--- src/rtl/gcd_engine.sv ---
// Sequential binary (Stein) GCD unit for the ALU/LCD calculator.
// Operands are captured on a synchronised, qualified rising edge of trig.
module gcd_engine #(
  parameter int unsigned WIDTH    = 12,
  parameter int unsigned ITER_W   = 6,
  parameter int unsigned MAX_ITER = 40
) (
  input  logic              lcdclk,
  input  logic              resetn,
  input  logic              trig,
  input  logic              en,
  input  logic [WIDTH-1:0]  a_in,
  input  logic [WIDTH-1:0]  b_in,
  output logic [WIDTH-1:0]  result,
  output logic              busy,
  output logic              done,
  output logic              valid,
  output logic              err,
  output logic [ITER_W-1:0] iter_cnt
);

  localparam int unsigned KW = $clog2(WIDTH + 1);

  typedef enum logic [1:0] {IDLE, CALC, DONE} state_t;

  state_t             state, state_n;
  logic               s1, s2, d;
  logic               trig_edge, accept, last_step, fin;
  logic [WIDTH-1:0]   a, b, a_n, b_n, res_n;
  logic [KW-1:0]      k, k_n;
  logic [ITER_W-1:0]  iter_n;
  logic               done_n, valid_n, err_n;

  assign trig_edge = s2 & ~d;
  // Holding off during the done cycle keeps done from overlapping an accept.
  assign accept    = trig_edge & en & (state != CALC) & ~done;
  assign last_step = (iter_cnt == ITER_W'(MAX_ITER - 1));
  assign busy      = (state == CALC);

  always_ff @(posedge lcdclk or negedge resetn) begin
    if (!resetn) begin
      s1 <= 1'b0;
      s2 <= 1'b0;
      d  <= 1'b0;
    end else begin
      s1 <= trig;
      s2 <= s1;
      d  <= s2;
    end
  end

  always_ff @(posedge lcdclk or negedge resetn) begin
    if (!resetn) state <= IDLE;
    else         state <= state_n;
  end

  always_comb begin
    state_n = state;
    a_n     = a;
    b_n     = b;
    k_n     = k;
    res_n   = result;
    err_n   = err;
    valid_n = valid;
    iter_n  = iter_cnt;
    done_n  = 1'b0;
    fin     = 1'b0;
    case (state)
      IDLE, DONE: begin
        if (accept) begin
          a_n     = a_in;
          b_n     = b_in;
          k_n     = '0;
          iter_n  = '0;
          valid_n = 1'b0;
          err_n   = 1'b0;
          state_n = CALC;
        end
      end
      CALC: begin
        iter_n = iter_cnt + 1'b1;
        fin    = 1'b1;
        if (a == '0 && b == '0) begin
          res_n = '0;
          err_n = 1'b1;
        end else if (a == '0) begin
          res_n = b << k;
        end else if (b == '0) begin
          res_n = a << k;
        end else if (a == b) begin
          res_n = a << k;
        end else begin
          fin = 1'b0;
          if (!a[0] && !b[0]) begin
            a_n = a >> 1;
            b_n = b >> 1;
            k_n = k + 1'b1;
          end else if (!a[0]) begin
            a_n = a >> 1;
          end else if (!b[0]) begin
            b_n = b >> 1;
          end else if (a > b) begin
            a_n = (a - b) >> 1;
          end else begin
            b_n = (b - a) >> 1;
          end
          if (last_step) begin
            fin   = 1'b1;
            res_n = '0;
            err_n = 1'b1;
          end
        end
        if (fin) begin
          state_n = DONE;
          done_n  = 1'b1;
          valid_n = 1'b1;
        end
      end
      default: state_n = IDLE;
    endcase
  end

  always_ff @(posedge lcdclk or negedge resetn) begin
    if (!resetn) begin
      a        <= '0;
      b        <= '0;
      k        <= '0;
      result   <= '0;
      err      <= 1'b0;
      valid    <= 1'b0;
      done     <= 1'b0;
      iter_cnt <= '0;
    end else begin
      a        <= a_n;
      b        <= b_n;
      k        <= k_n;
      result   <= res_n;
      err      <= err_n;
      valid    <= valid_n;
      done     <= done_n;
      iter_cnt <= iter_n;
    end
  end

endmodule

--- config.mk ---
export PLATFORM = sky130hd
export DESIGN_NAME = gcd_engine
export DESIGN_NICKNAME = d
export VERILOG_FILES = /design/src/rtl/gcd_engine.sv
export SDC_FILE = /design/constraint.sdc
export NUM_CORES = 1
export LEC_CHECK = 0
export CORE_AREA = 4 4 105 97
export CTS_BUF_LIST = sky130_fd_sc_hd__clkbuf_2 sky130_fd_sc_hd__clkbuf_4 sky130_fd_sc_hd__clkbuf_8
export DETAILED_ROUTE_END_ITERATION = 8
export DIE_AREA = 0 0 109 101
export PLACE_DENSITY = 0.73
export RECOVER_POWER = 25
export SYNTH_ARGS = -nofsm -noshare
export SYNTH_HDL_FRONTEND = slang
export SYNTH_SLANG_ARGS = --single-unit
--- constraint.sdc ---
create_clock -name lcdclk -period 3.8 [get_ports lcdclk]
set_input_delay 0.76 -clock lcdclk [delete_from_list [all_inputs] [get_ports lcdclk]]
set_output_delay 0.76 -clock lcdclk [all_outputs]
set_load 0.005 [all_outputs]
==> results_dict.tcl, run 1 <==
set metrics [dict create \
    drive_above_1_share 0.0818 \
    postCtsResizedCells 0 \
    hold_path.class "reg -> reg" \
    yosysWarningCount 0 \
    setup_viol 0 \
    cts_setup_buffers 0 \
    synth_edf_count 0 \
    max_cap_violations 1 \
    grt_use_total 0.259 \
    synthArstFlopShare 1.00 \
    port-buffer-count 49 \
    totalPowerFinal_uw 5720 \
    ys_seq_elements 54 \
    relSlewSlack -0.339 \
    grt_max_degree 37 \
    r2r_start "a[0]" \
    drt_first_pass_iters 5 \
    crit_slowest_cell "dfrtp_1" \
    violations "max-capacitance violations, max-slew violations" \
    rsz0062_at_grt "false" \
    placementRows 33 \
    whs_ns 0.360 \
    clk_pin_slew_ns 0.11 \
    path_class "reg -> reg" \
    vias 4486 \
    power.leakage_uw 0.00223 \
    die_x_microns 109 \
    clk_path_buf_depth 2 \
    cp.arrival_ns 3.51 \
    synth_flop_cell "dfrtp_1" \
    dp_hpwl_mm 10.3 \
    synth.most_common_cell "nand2_1" \
    syn_to_final_growth_pct 12.7 \
    via_per_inst 6.22 \
    antennaDiodeCount 0 \
    syn_nets 627 \
    timing.fmax_mhz 301 \
    root_buffer "clkbuf_8" \
    fillers 833 \
    yosys.area.top_type_share 0.285 \
    grt_pass1_vias 4185 \
    status "complete, but fails checks" \
    htreeDepth 2 \
    p_per_area_nw_per_um2 1070 \
    fin_setup_tns_ns 0 \
    nets 655 \
    maxSlewViolCount 37 \
    end_kind "flip-flop" \
    numCtsBuffers 5 \
    wl_per_cell_microns 19.0 \
    insertion_delay_ns 0.32 \
    min_from "s1" \
    synth_area_sq_um 4740 \
    period_share 0.875 \
    syn_inst 570 \
    crit_chain "inv_1 -> ha_1 -> fa_1 -> nor2b_4 -> o31a_1 -> o31ai_4 -> a31oi_1 -> buf_4 -> o211ai_4 -> a221oi_1 -> a22oi_1" \
    drt-total-wl_mm 13.7 \
    critical_path.max_fanout 22 \
    avgSynthCellArea_sq_um 8.31 \
    globalplace.congestion 0.982 \
    cp.required_ns 3.98 \
    die-area_sq_um 11000 \
    synthTopCellsByCount "nand2_1 (79), dfrtp_1 (54), nor2_1 (48)" \
    io_pins 50 \
    grt_overflow 0 \
    period_needed_ns 3.33 \
    ant_nets 0 \
    start_kind "flip-flop" \
    cts_tree "yes" \
    die_h_microns 101 \
    cts_hold_buf 0 \
    finClkSkew_ns 0.00451 \
    core_sq_um 9040 \
    drc 0 \
    hold_viol_final 0 \
    seq_area_frac_synth 0.285 \
    drt_iter0_drc 404 \
    max_stage_delay_ns 0.71 \
    worstSetupStartpoint "a[0]" \
    ff2ff_setup_slack_ns 0.47 \
    initial_core_util 0.524 \
    yosys.area.top_type "dfrtp_1" \
    grt_pass1_wl_mm 22.4 \
    path_buf_inv 2 \
    peakVddDrop_uv 537 \
    cts_sinks 54 \
    synthTopCellsByArea "dfrtp_1 (29%), ha_1 (7.1%), nand2_1 (6.3%)" \
    path_delay_family "compound AO/OA/AOI/OAI gates" \
    timing_worst_slew_pin_value_ns 2.01 \
    ys_types 73 \
    antenna_found_initial 0 \
]
==> path summary, 6_finish.rpt <==
check	endpoint	depth (start not counted)
max	a[6]	11
min reg2reg	s2	0
min	s2	0
max in group asynchronous	k[2]	2
max reg2reg	a[6]	11
min in group asynchronous	a[3]	1
==> cells by family (layout without fill, tap and decap cells) <==
logic type	after synthesis	after routing	share of synthesized area
flip-flops	54	54	0.285
buffers and inverters	73	102	0.0697
XOR/XNOR	17	17	0.0314
AND/OR/NAND/NOR	190	190	0.186
adder cells (fa/ha/maj)	29	29	0.0798
AO/OA/AOI/OAI	180	180	0.274
multiplexers	27	27	0.0737
==> worst register-to-register path, cell delays in order, from the launching register on <==
cell      delay (ns)
dfrtp_1         0.71
inv_1           0.18
ha_1            0.26
fa_1            0.47
nor2b_4         0.15
o31a_1          0.23
o31ai_4         0.10
a31oi_1         0.18
buf_4           0.22
o211ai_4        0.25
a221oi_1        0.33
a22oi_1         0.11
==> per-stage QoR <==
step / cell area (sq um) / util / std cells / setup slack (ns)
2_1_floorplan: 4740 / - / 570 / 0.915
3_3_place_gp: 5250 / 0.580 / 713 / 0.604
3_5_place_dp: 5250 / 0.580 / 713 / 0.566
4_1_cts: 5340 / 0.591 / 721 / 0.505
5_1_grt: 5340 / 0.590 / 721 / 0.220
6_report: 5340 / 0.590 / 721 / 0.474
==> power by group <==
group          internal, uW  switching [uW]  leakage [uW]
Clock                   133             219     0.0000408
Sequential              776             458      0.000686
Combinational          1720            2410       0.00150
Total                  2630            3090       0.00223
==> cell usage in the layout (no fill, tap or decap), drive strengths merged, types with 3 or more instances in the layout <==
master,count
o31ai,13
o211a,4
o22ai,8
nor2,49
ha,27
a211oi,7
a21oi,27
clkbuf,6
dfrtp,54
and3,4
a31oi,4
nor2b,7
o311ai,3
buf,9
nand2,80
nor4,7
o31a,5
nor3,10
mux4,6
mux2i,18
mux2,3
nand4,4
xnor2,9
inv,35
or3,3
clkdlybuf4s50,47
a22oi,14
nand3,11
o21a,8
xor2,8
a21o,4
a221oi,14
nand2b,5
o21ai,51
a21boi,3
==> final cells by class <==
class	instances	area, sq um	share of cell area
Sequential cell	54	1350	0.253
Clock inverter	3	23.8	0.00445
Timing Repair Buffer	58	552	0.103
Inverter	36	135	0.0253
Clock buffer	5	68.8	0.0129
Multi-Input combinational cell	443	3060	0.572
Tap cell	122	153	0.0286
==> flip-flops by register name, indices dropped and copies added (netlist names) <==
signal and count:
err 1, s1 1, b 12, result 12, state 2, s2 1, a 12, done 1
valid 1, iter_cnt 6, k 4, d 1
==> per-layer routing <==
metal,wire length (microns),global-route usage,part of all wire
met3,1400,0.0525,0.10
met1,6380,0.403,0.47
met5,0,0,0
met2,5720,0.370,0.42
met4,186,0.0515,0.014
Note: power is estimated with default switching activity, not from simulation.
==> inputs of run 2 (changes only) <==
--- a/config.mk
+++ b/config.mk
@@ -9,7 +9,7 @@
 export CTS_BUF_LIST = sky130_fd_sc_hd__clkbuf_2 sky130_fd_sc_hd__clkbuf_4 sky130_fd_sc_hd__clkbuf_8
 export DETAILED_ROUTE_END_ITERATION = 8
 export DIE_AREA = 0 0 109 101
-export PLACE_DENSITY = 0.73
+export PLACE_DENSITY = 0.75
 export RECOVER_POWER = 25
 export SYNTH_ARGS = -nofsm -noshare
 export SYNTH_HDL_FRONTEND = slang
==> run 2 against run 1 <==
  * The run still ends with max-capacitance violations, max-slew violations left
  * First-iteration DRC count is 2.5% higher
  * Sequential cell count unchanged
  * Sequential power is essentially flat
  * Routed wire length down 1.5%
  * Setup slack better by 0.077 ns
  * Critical path type unchanged
  * Largest cell class unchanged
  * Largest power group unchanged
==> results_dict.tcl, run 2 (synthesized netlist as in run 1, its figures left out) <==
set metrics [dict create \
    grt_pass1_vias 4161 \
    clk_pin_slew_ns 0.11 \
    postCtsResizedCells 0 \
    crit_chain "inv_1 -> fa_1 -> nor2b_4 -> o31a_1 -> o31ai_4 -> a31oi_1 -> buf_4 -> nor2_1 -> a221oi_1 -> o31ai_2" \
    setup_viol 0 \
    layout_commonest_cell "nand2_1" \
    crit_slowest_cell "dfrtp_1" \
    largestRegisters "a (12), b (12), result (12)" \
    wl_met1_mm 6.23 \
    status "complete, but fails checks" \
    port-buffer-count 49 \
    max_cap_violations 1 \
    cts_tree "yes" \
    period_share 0.855 \
    htreeDepth 2 \
    period_needed_ns 3.25 \
    initial_core_util 0.524 \
    die_h_microns 101 \
    cp.required_ns 4.02 \
    path_class "reg -> reg" \
    core_sq_um 9040 \
    power.leakage_uw 0.00224 \
    layout_common_cells "nand2_1 (79), dfrtp_1 (54), nor2_1 (48)" \
    io_pins 50 \
    cts_setup_buffers 0 \
    globalplace.congestion 0.977 \
    top_layer_used "met4" \
    utilization 0.592 \
    finClkSkew_ns 0.00691 \
    maxSlewViolCount 36 \
    start_kind "flip-flop" \
    grt_max_degree 36 \
    dp_hpwl_mm 10.1 \
    drc 0 \
    antenna_found_initial 0 \
    antennaDiodeCount 0 \
    nets 656 \
    fin_setup_tns_ns 0 \
    rsz0062_at_grt "false" \
    drive_above_1_share 0.0833 \
    timing.fmax_mhz 308 \
    grt_use_total 0.252 \
    cts_hold_buf 0 \
    drt-total-wl_mm 13.5 \
    wl_per_cell_microns 18.7 \
    hold_path.class "reg -> reg" \
    grt_pass1_wl_mm 21.9 \
    drt_first_pass_iters 5 \
    violations "max-capacitance violations, max-slew violations" \
    peakVddDrop_uv 635 \
    cp.arrival_ns 3.46 \
    hold_viol_final 0 \
    end_kind "flip-flop" \
    max_stage_delay_ns 0.60 \
    fillers 796 \
    wl_met3_mm 1.23 \
    vias 4470 \
    critical_path.max_fanout 9 \
    clk_path_buf_depth 2 \
    ant_nets 0 \
    root_buffer "clkbuf_8" \
    die-area_sq_um 11000 \
    die_x_microns 109 \
    grt_overflow 0 \
    cts_sinks 54 \
    numCtsBuffers 5 \
    relSlewSlack -0.298 \
    syn_to_final_growth_pct 13.0 \
    insertion_delay_ns 0.33 \
    placementRows 33 \
    met2_length_mm 5.81 \
    via_per_inst 6.19 \
    timing_worst_slew_pin_value_ns 1.95 \
    p_per_area_nw_per_um2 1070 \
    drt_iter0_drc 414 \
]
-- run 2: cell count changes in the layout (fill, tap and decap cells not counted) --
cell	previous run	this run
inv_8	0	1
clkinvlp_4	2	0
clkinv_4	0	1
buf_4	9	10
-- run 2: worst paths after layout --
path                       slack, ns   start  depth (start not counted)     to
min                             0.37      s1                          0     s2
max reg2reg                     0.55    a[1]                         10   b[6]
max in group asynchronous       1.67  resetn                          2   k[3]
max                             0.55    a[1]                         10   b[6]
min reg2reg                     0.37      s1                          0     s2
min in group asynchronous       0.96  resetn                          1  b[10]
-- run 2: power by group --
part | internal, uW | switching (uW)
Combinational | 1730 | 2420
Clock | 139 | 226
Sequential | 778 | 449
Total | 2640 | 3100
-- run 2: area by class of cell --
cell class                      count  area, sq um  share of cell area
Sequential cell                    54         1350               0.253
Multi-Input combinational cell    443         3060               0.571
Clock inverter                      3         28.8             0.00538
Tap cell                          122          153              0.0285
Timing Repair Buffer               59          559               0.105
Inverter                           36          135              0.0253
Clock buffer                        5         68.8              0.0129
-- run 2: per-layer routing --
metal  vias to the layer above  GRT usage
met5                         -          0
met4                         0     0.0583
met3                        20     0.0500
met2                       229      0.361
met1                      2100      0.388
li1                       2121          -
-- run 2: stage by stage --
| stage | hold slack (ns) | cell area [sq um] | std cells | power (uW) | setup WS (ns) |
|---|---|---|---|---|---|
| after CTS | 0.371 | 5350 | 722 | 5640 | 0.620 |
| after detailed placement | 0.344 | 5260 | 714 | 5250 | 0.641 |
| final | 0.367 | 5350 | 722 | 5740 | 0.552 |
| after global routing | 0.391 | 5350 | 722 | 6200 | 0.251 |
| after global placement | 0.333 | 5260 | 714 | 5180 | 0.688 |
| after floorplan | 0.331 | 4740 | 570 | 4300 | 0.915 |
-- run 2: worst max-delay path: cells and delay by family (launching register included) --
kind | cells | cell delay (ns)
AOI/OAI and AO/OA | 5 | 1.31
DFF | 1 | 0.60
adders and majority gates | 1 | 0.52
buffers and inverters | 2 | 0.45
and+or+nand+nor | 2 | 0.26
==> inputs of run 3 (changes only) <==
--- a/config.mk
+++ b/config.mk
@@ -14,3 +14,4 @@
 export SYNTH_ARGS = -nofsm -noshare
 export SYNTH_HDL_FRONTEND = slang
 export SYNTH_SLANG_ARGS = --single-unit
+export TNS_END_PERCENT = 5
==> results of run 3 <==
Final layout, timing and power as in run 2 (identical DEF).
